`src/rtl/rv32_pkg.sv`:
```
// Shared core definitions: LSU width codes, LSU fault causes and the
// write-back / branch selector types used by the decoder.
package rv32_pkg;

    localparam logic [2:0] LSU_LB  = 3'b000;
    localparam logic [2:0] LSU_LH  = 3'b001;
    localparam logic [2:0] LSU_LW  = 3'b010;
    localparam logic [2:0] LSU_LBU = 3'b100;
    localparam logic [2:0] LSU_LHU = 3'b101;

    localparam logic [1:0] FAULT_ILLEGAL  = 2'd0;
    localparam logic [1:0] FAULT_MISALIGN = 2'd1;
    localparam logic [1:0] FAULT_BUS      = 2'd2;
    localparam logic [1:0] FAULT_TIMEOUT  = 2'd3;

    typedef enum logic [1:0] {
        WB_SOURCE_ALU = 2'd0,
        WB_SOURCE_LSU = 2'd1,
        WB_SOURCE_PC4 = 2'd2,
        WB_SOURCE_IMM = 2'd3
    } wb_source_t;

    typedef enum logic [2:0] {
        BR_NONE = 3'd0,
        BR_EQ   = 3'd1,
        BR_NE   = 3'd2,
        BR_LT   = 3'd3,
        BR_GE   = 3'd4,
        BR_LTU  = 3'd5,
        BR_GEU  = 3'd6,
        BR_JUMP = 3'd7
    } br_condition_t;

    // Unsigned widths exist only for loads; bit 3 is reserved.
    function automatic logic lsu_illegal(input logic [3:0] req, input logic wr);
        logic bad;
        case (req[2:0])
            LSU_LB, LSU_LH, LSU_LW: bad = 1'b0;
            LSU_LBU, LSU_LHU:       bad = wr;
            default:                bad = 1'b1;
        endcase
        return bad | req[3];
    endfunction

    function automatic logic lsu_misaligned(input logic [2:0] f3, input logic [1:0] lo);
        return ((f3[1:0] == 2'b01) && lo[0]) || ((f3[1:0] == 2'b10) && (lo != 2'b00));
    endfunction

endpackage

```
`src/rtl/rv32_mod_lsu_align.sv`:
```
// Byte-lane steering for the LSU: byte enables, store replication and
// load lane extraction with sign/zero extension.
module rv32_mod_lsu_align
    import rv32_pkg::*;
(
    input  logic [2:0]  i_funct3,
    input  logic [1:0]  i_addr_lo,
    input  logic [31:0] i_wdata,
    input  logic [31:0] i_bus_rdata,
    output logic [3:0]  o_be,
    output logic [31:0] o_wdata,
    output logic [31:0] o_rdata
);

    logic [31:0] w_lane;

    assign w_lane = i_bus_rdata >> {i_addr_lo, 3'b000};

    always_comb begin
        o_be    = 4'b1111;
        o_wdata = i_wdata;
        o_rdata = w_lane;
        case (i_funct3[1:0])
            2'b00: begin
                o_be    = 4'b0001 << i_addr_lo;
                o_wdata = {4{i_wdata[7:0]}};
                o_rdata = i_funct3[2] ? {24'b0, w_lane[7:0]}
                                      : {{24{w_lane[7]}}, w_lane[7:0]};
            end
            2'b01: begin
                o_be    = 4'b0011 << i_addr_lo;
                o_wdata = {2{i_wdata[15:0]}};
                o_rdata = i_funct3[2] ? {16'b0, w_lane[15:0]}
                                      : {{16{w_lane[15]}}, w_lane[15:0]};
            end
            default: ;
        endcase
    end

endmodule

```
`src/rtl/rv32_mod_load_store_unit.sv`:
```
// Memory-access stage: validates a load/store, runs one req/ack bus
// transaction with timeout, and returns extended load data or a fault.
module rv32_mod_load_store_unit
    import rv32_pkg::*;
#(
    parameter int unsigned TIMEOUT = 255
) (
    input  logic        i_clk,
    input  logic        i_rst,
    input  logic        i_start,
    input  logic [3:0]  i_ram_req,
    input  logic        i_ram_wr,
    input  logic [31:0] i_addr,
    input  logic [31:0] i_wdata,
    output logic        o_busy,
    output logic        o_done,
    output logic [31:0] o_rdata,
    output logic        o_fault,
    output logic [1:0]  o_fault_cause,
    output logic [31:0] o_fault_addr,
    output logic        o_bus_req,
    output logic        o_bus_we,
    output logic [31:0] o_bus_addr,
    output logic [3:0]  o_bus_be,
    output logic [31:0] o_bus_wdata,
    input  logic        i_bus_ack,
    input  logic        i_bus_err,
    input  logic [31:0] i_bus_rdata
);

    localparam int CW = (TIMEOUT < 2) ? 1 : $clog2(TIMEOUT + 1);

    typedef enum logic [1:0] {S_IDLE, S_BUS, S_DONE} state_t;

    state_t      r_state, w_state;
    logic [2:0]  r_f3, w_f3_nxt;
    logic        r_wr, w_wr_nxt;
    logic [31:0] r_addr, w_addr_nxt;
    logic [CW-1:0] r_cnt, w_cnt_nxt;

    logic        r_busy, r_done, r_fault, r_bus_req, r_bus_we;
    logic [31:0] r_rdata, r_fault_addr, r_bus_addr, r_bus_wdata;
    logic [1:0]  r_cause;
    logic [3:0]  r_bus_be;

    logic        w_busy, w_done, w_fault, w_bus_req, w_bus_we;
    logic [31:0] w_rdata, w_fault_addr, w_bus_addr, w_bus_wdata;
    logic [1:0]  w_cause;
    logic [3:0]  w_bus_be;

    logic [2:0]  w_al_f3;
    logic [1:0]  w_al_lo;
    logic [3:0]  w_al_be;
    logic [31:0] w_al_wdata, w_al_rdata;

    // Incoming request drives the lane logic at accept; latched copy during BUS.
    assign w_al_f3 = (r_state == S_IDLE) ? i_ram_req[2:0] : r_f3;
    assign w_al_lo = (r_state == S_IDLE) ? i_addr[1:0]    : r_addr[1:0];

    rv32_mod_lsu_align u_align (
        .i_funct3    (w_al_f3),
        .i_addr_lo   (w_al_lo),
        .i_wdata     (i_wdata),
        .i_bus_rdata (i_bus_rdata),
        .o_be        (w_al_be),
        .o_wdata     (w_al_wdata),
        .o_rdata     (w_al_rdata)
    );

    always_comb begin
        w_state      = r_state;
        w_f3_nxt     = r_f3;
        w_wr_nxt     = r_wr;
        w_addr_nxt   = r_addr;
        w_cnt_nxt    = r_cnt;
        w_busy       = 1'b0;
        w_done       = 1'b0;
        w_rdata      = '0;
        w_fault      = 1'b0;
        w_cause      = FAULT_ILLEGAL;
        w_fault_addr = '0;
        w_bus_req    = 1'b0;
        w_bus_we     = 1'b0;
        w_bus_addr   = '0;
        w_bus_be     = '0;
        w_bus_wdata  = '0;
        case (r_state)
            S_IDLE: begin
                if (i_start) begin
                    w_f3_nxt   = i_ram_req[2:0];
                    w_wr_nxt   = i_ram_wr;
                    w_addr_nxt = i_addr;
                    w_busy     = 1'b1;
                    if (lsu_illegal(i_ram_req, i_ram_wr) ||
                        lsu_misaligned(i_ram_req[2:0], i_addr[1:0])) begin
                        w_state      = S_DONE;
                        w_done       = 1'b1;
                        w_fault      = 1'b1;
                        w_cause      = lsu_illegal(i_ram_req, i_ram_wr) ? FAULT_ILLEGAL
                                                                        : FAULT_MISALIGN;
                        w_fault_addr = i_addr;
                    end else begin
                        w_state     = S_BUS;
                        w_cnt_nxt   = CW'(1);
                        w_bus_req   = 1'b1;
                        w_bus_we    = i_ram_wr;
                        w_bus_addr  = {i_addr[31:2], 2'b00};
                        w_bus_be    = w_al_be;
                        w_bus_wdata = w_al_wdata;
                    end
                end
            end
            S_BUS: begin
                w_busy = 1'b1;
                if (i_bus_err) begin
                    w_state      = S_DONE;
                    w_done       = 1'b1;
                    w_fault      = 1'b1;
                    w_cause      = FAULT_BUS;
                    w_fault_addr = r_addr;
                end else if (i_bus_ack) begin
                    w_state = S_DONE;
                    w_done  = 1'b1;
                    w_rdata = r_wr ? 32'b0 : w_al_rdata;
                end else if ((TIMEOUT != 0) && (r_cnt == CW'(TIMEOUT))) begin
                    w_state      = S_DONE;
                    w_done       = 1'b1;
                    w_fault      = 1'b1;
                    w_cause      = FAULT_TIMEOUT;
                    w_fault_addr = r_addr;
                end else begin
                    w_cnt_nxt   = r_cnt + CW'(1);
                    w_bus_req   = r_bus_req;
                    w_bus_we    = r_bus_we;
                    w_bus_addr  = r_bus_addr;
                    w_bus_be    = r_bus_be;
                    w_bus_wdata = r_bus_wdata;
                end
            end
            S_DONE:  w_state = S_IDLE;
            default: w_state = S_IDLE;
        endcase
    end

    always_ff @(posedge i_clk or posedge i_rst) begin
        if (i_rst) begin
            r_state      <= S_IDLE;
            r_f3         <= '0;
            r_wr         <= 1'b0;
            r_addr       <= '0;
            r_cnt        <= '0;
            r_busy       <= 1'b0;
            r_done       <= 1'b0;
            r_rdata      <= '0;
            r_fault      <= 1'b0;
            r_cause      <= '0;
            r_fault_addr <= '0;
            r_bus_req    <= 1'b0;
            r_bus_we     <= 1'b0;
            r_bus_addr   <= '0;
            r_bus_be     <= '0;
            r_bus_wdata  <= '0;
        end else begin
            r_state      <= w_state;
            r_f3         <= w_f3_nxt;
            r_wr         <= w_wr_nxt;
            r_addr       <= w_addr_nxt;
            r_cnt        <= w_cnt_nxt;
            r_busy       <= w_busy;
            r_done       <= w_done;
            r_rdata      <= w_rdata;
            r_fault      <= w_fault;
            r_cause      <= w_cause;
            r_fault_addr <= w_fault_addr;
            r_bus_req    <= w_bus_req;
            r_bus_we     <= w_bus_we;
            r_bus_addr   <= w_bus_addr;
            r_bus_be     <= w_bus_be;
            r_bus_wdata  <= w_bus_wdata;
        end
    end

    assign o_busy        = r_busy;
    assign o_done        = r_done;
    assign o_rdata       = r_rdata;
    assign o_fault       = r_fault;
    assign o_fault_cause = r_cause;
    assign o_fault_addr  = r_fault_addr;
    assign o_bus_req     = r_bus_req;
    assign o_bus_we      = r_bus_we;
    assign o_bus_addr    = r_bus_addr;
    assign o_bus_be      = r_bus_be;
    assign o_bus_wdata   = r_bus_wdata;

endmodule
```
`config.mk`:
```
export PLATFORM = sky130hd
export DESIGN_NAME = rv32_mod_load_store_unit
export DESIGN_NICKNAME = d
export VERILOG_FILES = /design/src/rtl/rv32_pkg.sv /design/src/rtl/rv32_mod_lsu_align.sv /design/src/rtl/rv32_mod_load_store_unit.sv
export SDC_FILE = /design/constraint.sdc
export NUM_CORES = 1
export LEC_CHECK = 0
export ABC_AREA = 0
export BUFFER_PORTS_ARGS = -buffer_cell sky130_fd_sc_hd__buf_4
export CORE_AREA = 2 2 141 129
export CTS_BUF_LIST = sky130_fd_sc_hd__clkbuf_16
export CTS_CLUSTER_DIAMETER = 100
export DETAILED_ROUTE_END_ITERATION = 6
export DIE_AREA = 0 0 143 131
export GPL_TIMING_DRIVEN = 0
export PLACE_DENSITY = 0.75
export SLEW_MARGIN = 20
export SYNTH_ARGS = -nofsm -noshare
export SYNTH_HDL_FRONTEND = slang
export SYNTH_SLANG_ARGS = --single-unit
```
`constraint.sdc`:
```
create_clock -name i_clk -period 5.9 [get_ports i_clk]
set_input_delay 0.885 -clock i_clk [delete_from_list [all_inputs] [get_ports i_clk]]
set_output_delay 0.885 -clock i_clk [all_outputs]
set_load 0.1 [all_outputs]
```
* Yosys cells after proc, flatten, opt, wreduce, memory -nomap -nowiden
Cells that the tools add are included.
** Word-level totals
- Register bits :: 185
- Bits in latches :: 0
- Memory bits (writable) :: 0
- Memory bits (read-only) :: 0
- Output and inout port bits :: 139
- Memories :: 0
** Operators by class
- $add $sub $neg :: 1
- Multipliers :: 0
- Divide/modulo/power cells :: 0
- Order comparisons :: 0
- Equal/unequal tests :: 15
- Shift operators :: 3
- Muxes and demuxes :: 77
- Bitwise logic cells :: 2
- Reductions and logical operators :: 14
** Operators with widths (count)
- $mux W32 :: 18
- $pmux W32 S2 :: 5
- $mux W8 :: 5
- $shr A32 B5 Y32 :: 1
- $mux W1 :: 23
- $mux W4 :: 5
- $mux W2 :: 9
- $pmux W4 S2 :: 2
- $pmux W8 S2 :: 1
- $pmux W1 S2 :: 6
- $ne A2 B2 Y1 const B :: 5
- $add A8 B1 Y8 const B :: 1
- $eq A8 B8 Y1 const B :: 1
- $pmux W2 S2 :: 2
- $eq A2 B1 Y1 const B :: 3
- $eq A3 B3 Y1 const B :: 2
- $reduce_and A6 Y1 :: 1
- $logic_not A2 Y1 :: 2
- $ne A4 B4 Y1 const B :: 1
- $reduce_and A2 Y1 :: 2
- $reduce_bool A2 Y1 :: 2
- $shl A1 B2 Y4 const A :: 1
- $shl A2 B2 Y4 const A :: 1
- $eq A3 B1 Y1 const B :: 1
- other kinds (9) :: 12

* Depth between registers and ports, before layout
- Depth after elaboration :: 15
- Depth in mapped cells :: 9
- Depth with buffers taken out :: 6

* Modules after synthesis
From an unflattened synthesis, not the netlist that was laid out.
** Second synthesis, totals
- Cell total of the unflattened synthesis :: 712
- Area total of the unflattened synthesis :: 7997.7 µm²
** Modules (own cells, without submodules)
- rv32_mod_load_store_unit :: times used 1, cells each 530, area an instance 6680.2 µm², sequential area each 4579.4 µm²
- rv32_mod_lsu_align :: times used 1, cells each 182, area an instance 1317.5 µm², sequential area each 0.0 µm²

* Worst setup path before layout
OpenSTA, ideal clock, no wires.
- Path type :: in2reg
- From :: input port i_addr[0]
- To :: register r_rdata[19], in the netlist o_rdata[19]
- Data arrival time :: 2.441 ns
- Required time :: 5.812 ns
- Slack :: 3.372 ns
- Stages on the path :: 7
- Buffers on the path :: 2
- Cells stage by stage :: or3b_4 -> and2_4 -> buf_6 -> mux2i_1 -> a221o_4 -> buf_6 -> a211oi_2
** On the way
- Longest elaborated chain between the ends :: 8
- Elaborated cells on any way between the ends :: 9
- Those cells by class :: shift (1); mux (8)
** Ends and longest elaborated chain
- start: declaration :: RTL line rv32_mod_load_store_unit.sv:13 : input logic [31:0] i_addr,
- $mux W2 (*) :: RTL line rv32_mod_load_store_unit.sv:58 : assign w_al_lo = (r_state == S_IDLE) ? i_addr[1:0] : r_addr[1:0];
- $shr A32 B5 Y32 (*) :: RTL line rv32_mod_lsu_align.sv:17 : assign w_lane = i_bus_rdata >> {i_addr_lo, 3'b000};
- $mux W32, on equally long branches :: RTL line rv32_mod_lsu_align.sv:33, rv32_mod_lsu_align.sv:27
- $pmux W32 S2 (*) :: RTL line rv32_mod_lsu_align.sv:23 : case (i_funct3[1:0])
- $mux W32 (*) :: RTL line rv32_mod_load_store_unit.sv:124 : w_rdata = r_wr ? 32'b0 : w_al_rdata;
- $mux W32 (*) :: RTL line rv32_mod_load_store_unit.sv:121 : end else if (i_bus_ack) begin
- $mux W32 (*) :: RTL line rv32_mod_load_store_unit.sv:115 : if (i_bus_err) begin
- $mux W32 (*) :: RTL line rv32_mod_load_store_unit.sv:87 : case (r_state)
- via w_rdata[19] :: RTL line rv32_mod_load_store_unit.sv:47 : logic [31:0] w_rdata, w_fault_addr, w_bus_addr, w_bus_wdata;
- end signal: assignment :: RTL line rv32_mod_load_store_unit.sv:171 : r_rdata <= w_rdata;
- end: declaration :: RTL line rv32_mod_load_store_unit.sv:42 : logic [31:0] r_rdata, r_fault_addr, r_bus_addr, r_bus_wdata;
The timed path passes the listed nets; every way through them passes the cells marked *.
A chain may end at the register's enable or synchronous reset.

* Worst setup path after layout
- From :: register r_state[1]
- To :: register r_bus_wdata[9], in the netlist o_bus_wdata[9]
** On the way
- Longest elaborated chain between the ends :: 7
- Elaborated cells on any way between the ends :: 10
- Those cells by class :: eq/ne (3); mux (5); reduce/logical (2)
** Ends and longest elaborated chain
- start: declaration :: RTL line rv32_mod_load_store_unit.sv:35 : state_t r_state, w_state;
- start signal: assignment :: RTL line rv32_mod_load_store_unit.sv:164 : r_state <= w_state;
- $logic_not A2 Y1 :: RTL line rv32_mod_load_store_unit.sv:57, rv32_mod_load_store_unit.sv:87
- $mux W3 :: RTL line rv32_mod_load_store_unit.sv:57 : assign w_al_f3 = (r_state == S_IDLE) ? i_ram_req[2:0] : r_f3;
- $eq A2 B1 Y1 / $logic_not A2 Y1 (equally long branches) :: RTL line rv32_mod_lsu_align.sv:23
- $pmux W32 S2 :: RTL line rv32_mod_lsu_align.sv:23
- $mux W32 :: RTL line rv32_mod_load_store_unit.sv:94 : if (lsu_illegal(i_ram_req, i_ram_wr) ||
- $mux W32 :: RTL line rv32_mod_load_store_unit.sv:89 : if (i_start) begin
- $pmux W32 S2 :: RTL line rv32_mod_load_store_unit.sv:87
- end signal: assignment :: RTL line rv32_mod_load_store_unit.sv:179 : r_bus_wdata <= w_bus_wdata;
- end: declaration :: RTL line rv32_mod_load_store_unit.sv:42
Several ways; a longest one is shown, not always the timed one.

==> impl_metrics.ini <==
[grt]
grt_pass1_vias = 6163
antenna_found_initial = 0
grt_max_degree = 108
grt-ovfl-total = 0
grt_pass1_wl_um = 33990
grt_usage_pct = 23.67

[worst_hold_path]
hp-class = flop to flop
worstHoldStart = r_addr[10]
min_to = r_addr[10]
holdPathStages = 2

[routing]
dr.pass1.iters = 5
vias_per_cell = 5.346
wl_um = 22260
remaining_drc_errors = 0
antenna_left = 0
routedWlPerCell_um = 18.63
drt_iter0_drc = 397
num_vias = 6388

[critical_path]
startpoint_type = flop
endpoint_kind = flop
rr_startpoint = r_state[1]
r2r_end = o_bus_wdata[9]
worstRegToRegCells = 7
crit_type = flop to flop
worstPathArrival_ns = 2.94
required_ns = 6.22
cp_max_fo = 10
r2r_setup_slack_ns = 3.28
startpoint = r_state[1]

[timing]
setup_viol = 0
slew_violations = 0
tightest_slew_ns = 0.9375
fmax_mhz = 382.0
fin_skew_ns = 0.008958
min_period_over_period_pct = 44.37
final_hold_viol_count = 0
finalHoldWorstSlack_ns = 0.4774
rsz0062_at_grt = false
min_period_ns = 2.618
max-slew-margin-rel_pct = 36.27
fin_tns_setup_ns = 0

[cells_and_area]
diodes = 0
fillCellCount = 1489
layout_common_cells = 245 x buf_4, 183 x dfrtp_1, 138 x nand2_1
final_common_cell = buf_4
syn_to_final_growth_pct = 35.53
drive_gt1_share_pct = 34.87
final_nets = 1049
fin_util_pct = 60.80
fin_cells = 1195

[place]
portBuffers = 242
dp.cells = 1163
gp_congestion = 0.8288
hpwlAfterDp_um = 16140

[clock_network]
cts-resized-gates = 0
cts-root-buf = clkbuf_16
cts_sinks = 183
clock_latency_ns = 0.43
cts_tree = built
cts_setup_buffers = 0
cts-hold-fix-buffers = 0
cts_max_level = 4
cts.path.max_buffers = 2
path_clk_slew_ns = 0.08
cts_buffers = 17

[die]
io_pins = 245
dieArea_sq_um = 18730
num_rows = 46
initial_core_util_pct = 44.86
core-area_sq_um = 17320
die_width_um = 143
die_h_um = 131

[synthesis]
ys_warn_count = 0
syn_area_per_cell_sq_um = 11.45
yosysSeqAreaShare_pct = 58.93
syn_area_sq_um = 7771
ys.flop_type = dfrtp_1
synthArstFlopShare_pct = 100.0
ys_ff_latch = 183
postSynthCellCount = 679
synthDistinctLibCells = 55
synth_edf_count = 0

[run_status]
status = complete, no violations

[pwr]
p_per_area_nw_per_um2 = 323.0
p_leak_nw = 5.371
vdd_ir_drop_max_v = 0.0002033

[run]
maxCapViolations = 0
## worst max-delay path: stages (launching register included)
cell and delay, ns:
dfrtp_1 0.36, buf_4 0.16, nor2_1 0.12, buf_2 0.27
mux2i_1 0.55, clkbuf_1 0.55, nand2_1 0.19, a32o_1 0.30
## worst max-delay path by stage
stage / endpoint / slack [ns] / cells past startpoint
2_1_floorplan: o_bus_addr[10] / 0.04 / 1
3_3_place_gp: o_bus_addr[21] / -2.02 / 2
3_5_place_dp: o_bus_be[3] / 2.88 / 7
4_1_cts: o_bus_wdata[9] / 3.31 / 7
5_1_grt: o_bus_wdata[22] / 3.09 / 7
6_report: o_bus_wdata[9] / 3.28 / 7
## cell families (layout without fill, tap and decap cells)
kind of cell    Yosys count  after routing  synth area share, %
compound gates          180            180                18.64
buf+inv                  55            330                3.445
flops                   183            183                58.93
simple gates            209            209                12.06
other cells               1              2              0.04826
fa+ha+maj                 1              1               0.1610
xor+xnor                  5              5               0.5635
mux                      45             45                6.150
## through the flow
| step | total power, mW | area, sq um | worst slack (ns) |
|---|---|---|---|
| finish | 3.402 | 10530 | 3.282 |
| global route | 3.541 | 10530 | 3.090 |
| CTS | 3.428 | 10530 | 3.311 |
| detailed placement | 2.286 | 9927 | 2.880 |
| global placement | 2.270 | 9892 | -2.022 |
| floorplan | 2.034 | 7775 | 0.04298 |
## cell type report
class	count	area (sq um)	share of cell area (%)
plain buffers	54	264.0	2.507
clock buffers	17	425.4	4.039
clock inverters	15	180.2	1.711
inverters	1	11.26	0.1069
multi-input cells	442	2928	27.80
flip-flops and latches	183	4579	43.48
well taps	240	300.3	2.851
repair buffers	243	1844	17.51
## per-layer routing
metal | GRT usage, % | wire (um)
met1 | 31.63 | 9587
met2 | 38.42 | 10830
met5 | 0 | 0
met3 | 5.430 | 1392
met4 | 8.096 | 457
## power by group
group	internal, mW	switching [mW]
registers	1.35	0.0510
clock network	0.575	0.565
logic	0.257	0.606
total	2.18	1.22
## state kept, by name, summed over array words and instances (netlist names)
signal / count
o_bus_addr: 30
o_bus_be: 4
o_bus_req: 1
o_bus_wdata: 32
o_bus_we: 1
o_busy: 1
o_done: 1
o_fault: 1
o_fault_addr: 32
o_fault_cause: 2
o_rdata: 32
r_addr: 32
r_cnt: 8
r_f3: 3
r_state: 2
r_wr: 1
## cells in the mapped netlist, drive strengths merged (2+ instances only)
cell type,instances,area share [%]
a211oi,23,3.0
a21oi,16,1.0
a22o,71,8.0
a22oi,7,0.68
a31oi,8,0.64
a32o,14,1.8
and2,5,0.43
and3,4,0.32
buf,21,1.8
clkbuf,33,1.6
dfrtp,183,59
mux2,19,2.8
mux2i,26,3.4
nand2,138,6.7
nand2b,19,1.6
nand3,5,0.32
nand4,4,0.32
nor2,18,0.87
nor2b,4,0.32
nor3,3,0.19
nor4b,2,0.23
o21a,2,0.19
o21ai,22,1.5
o22ai,7,0.56
xor2,5,0.56
No activity file was read; power rests on OpenSTA's default activity.
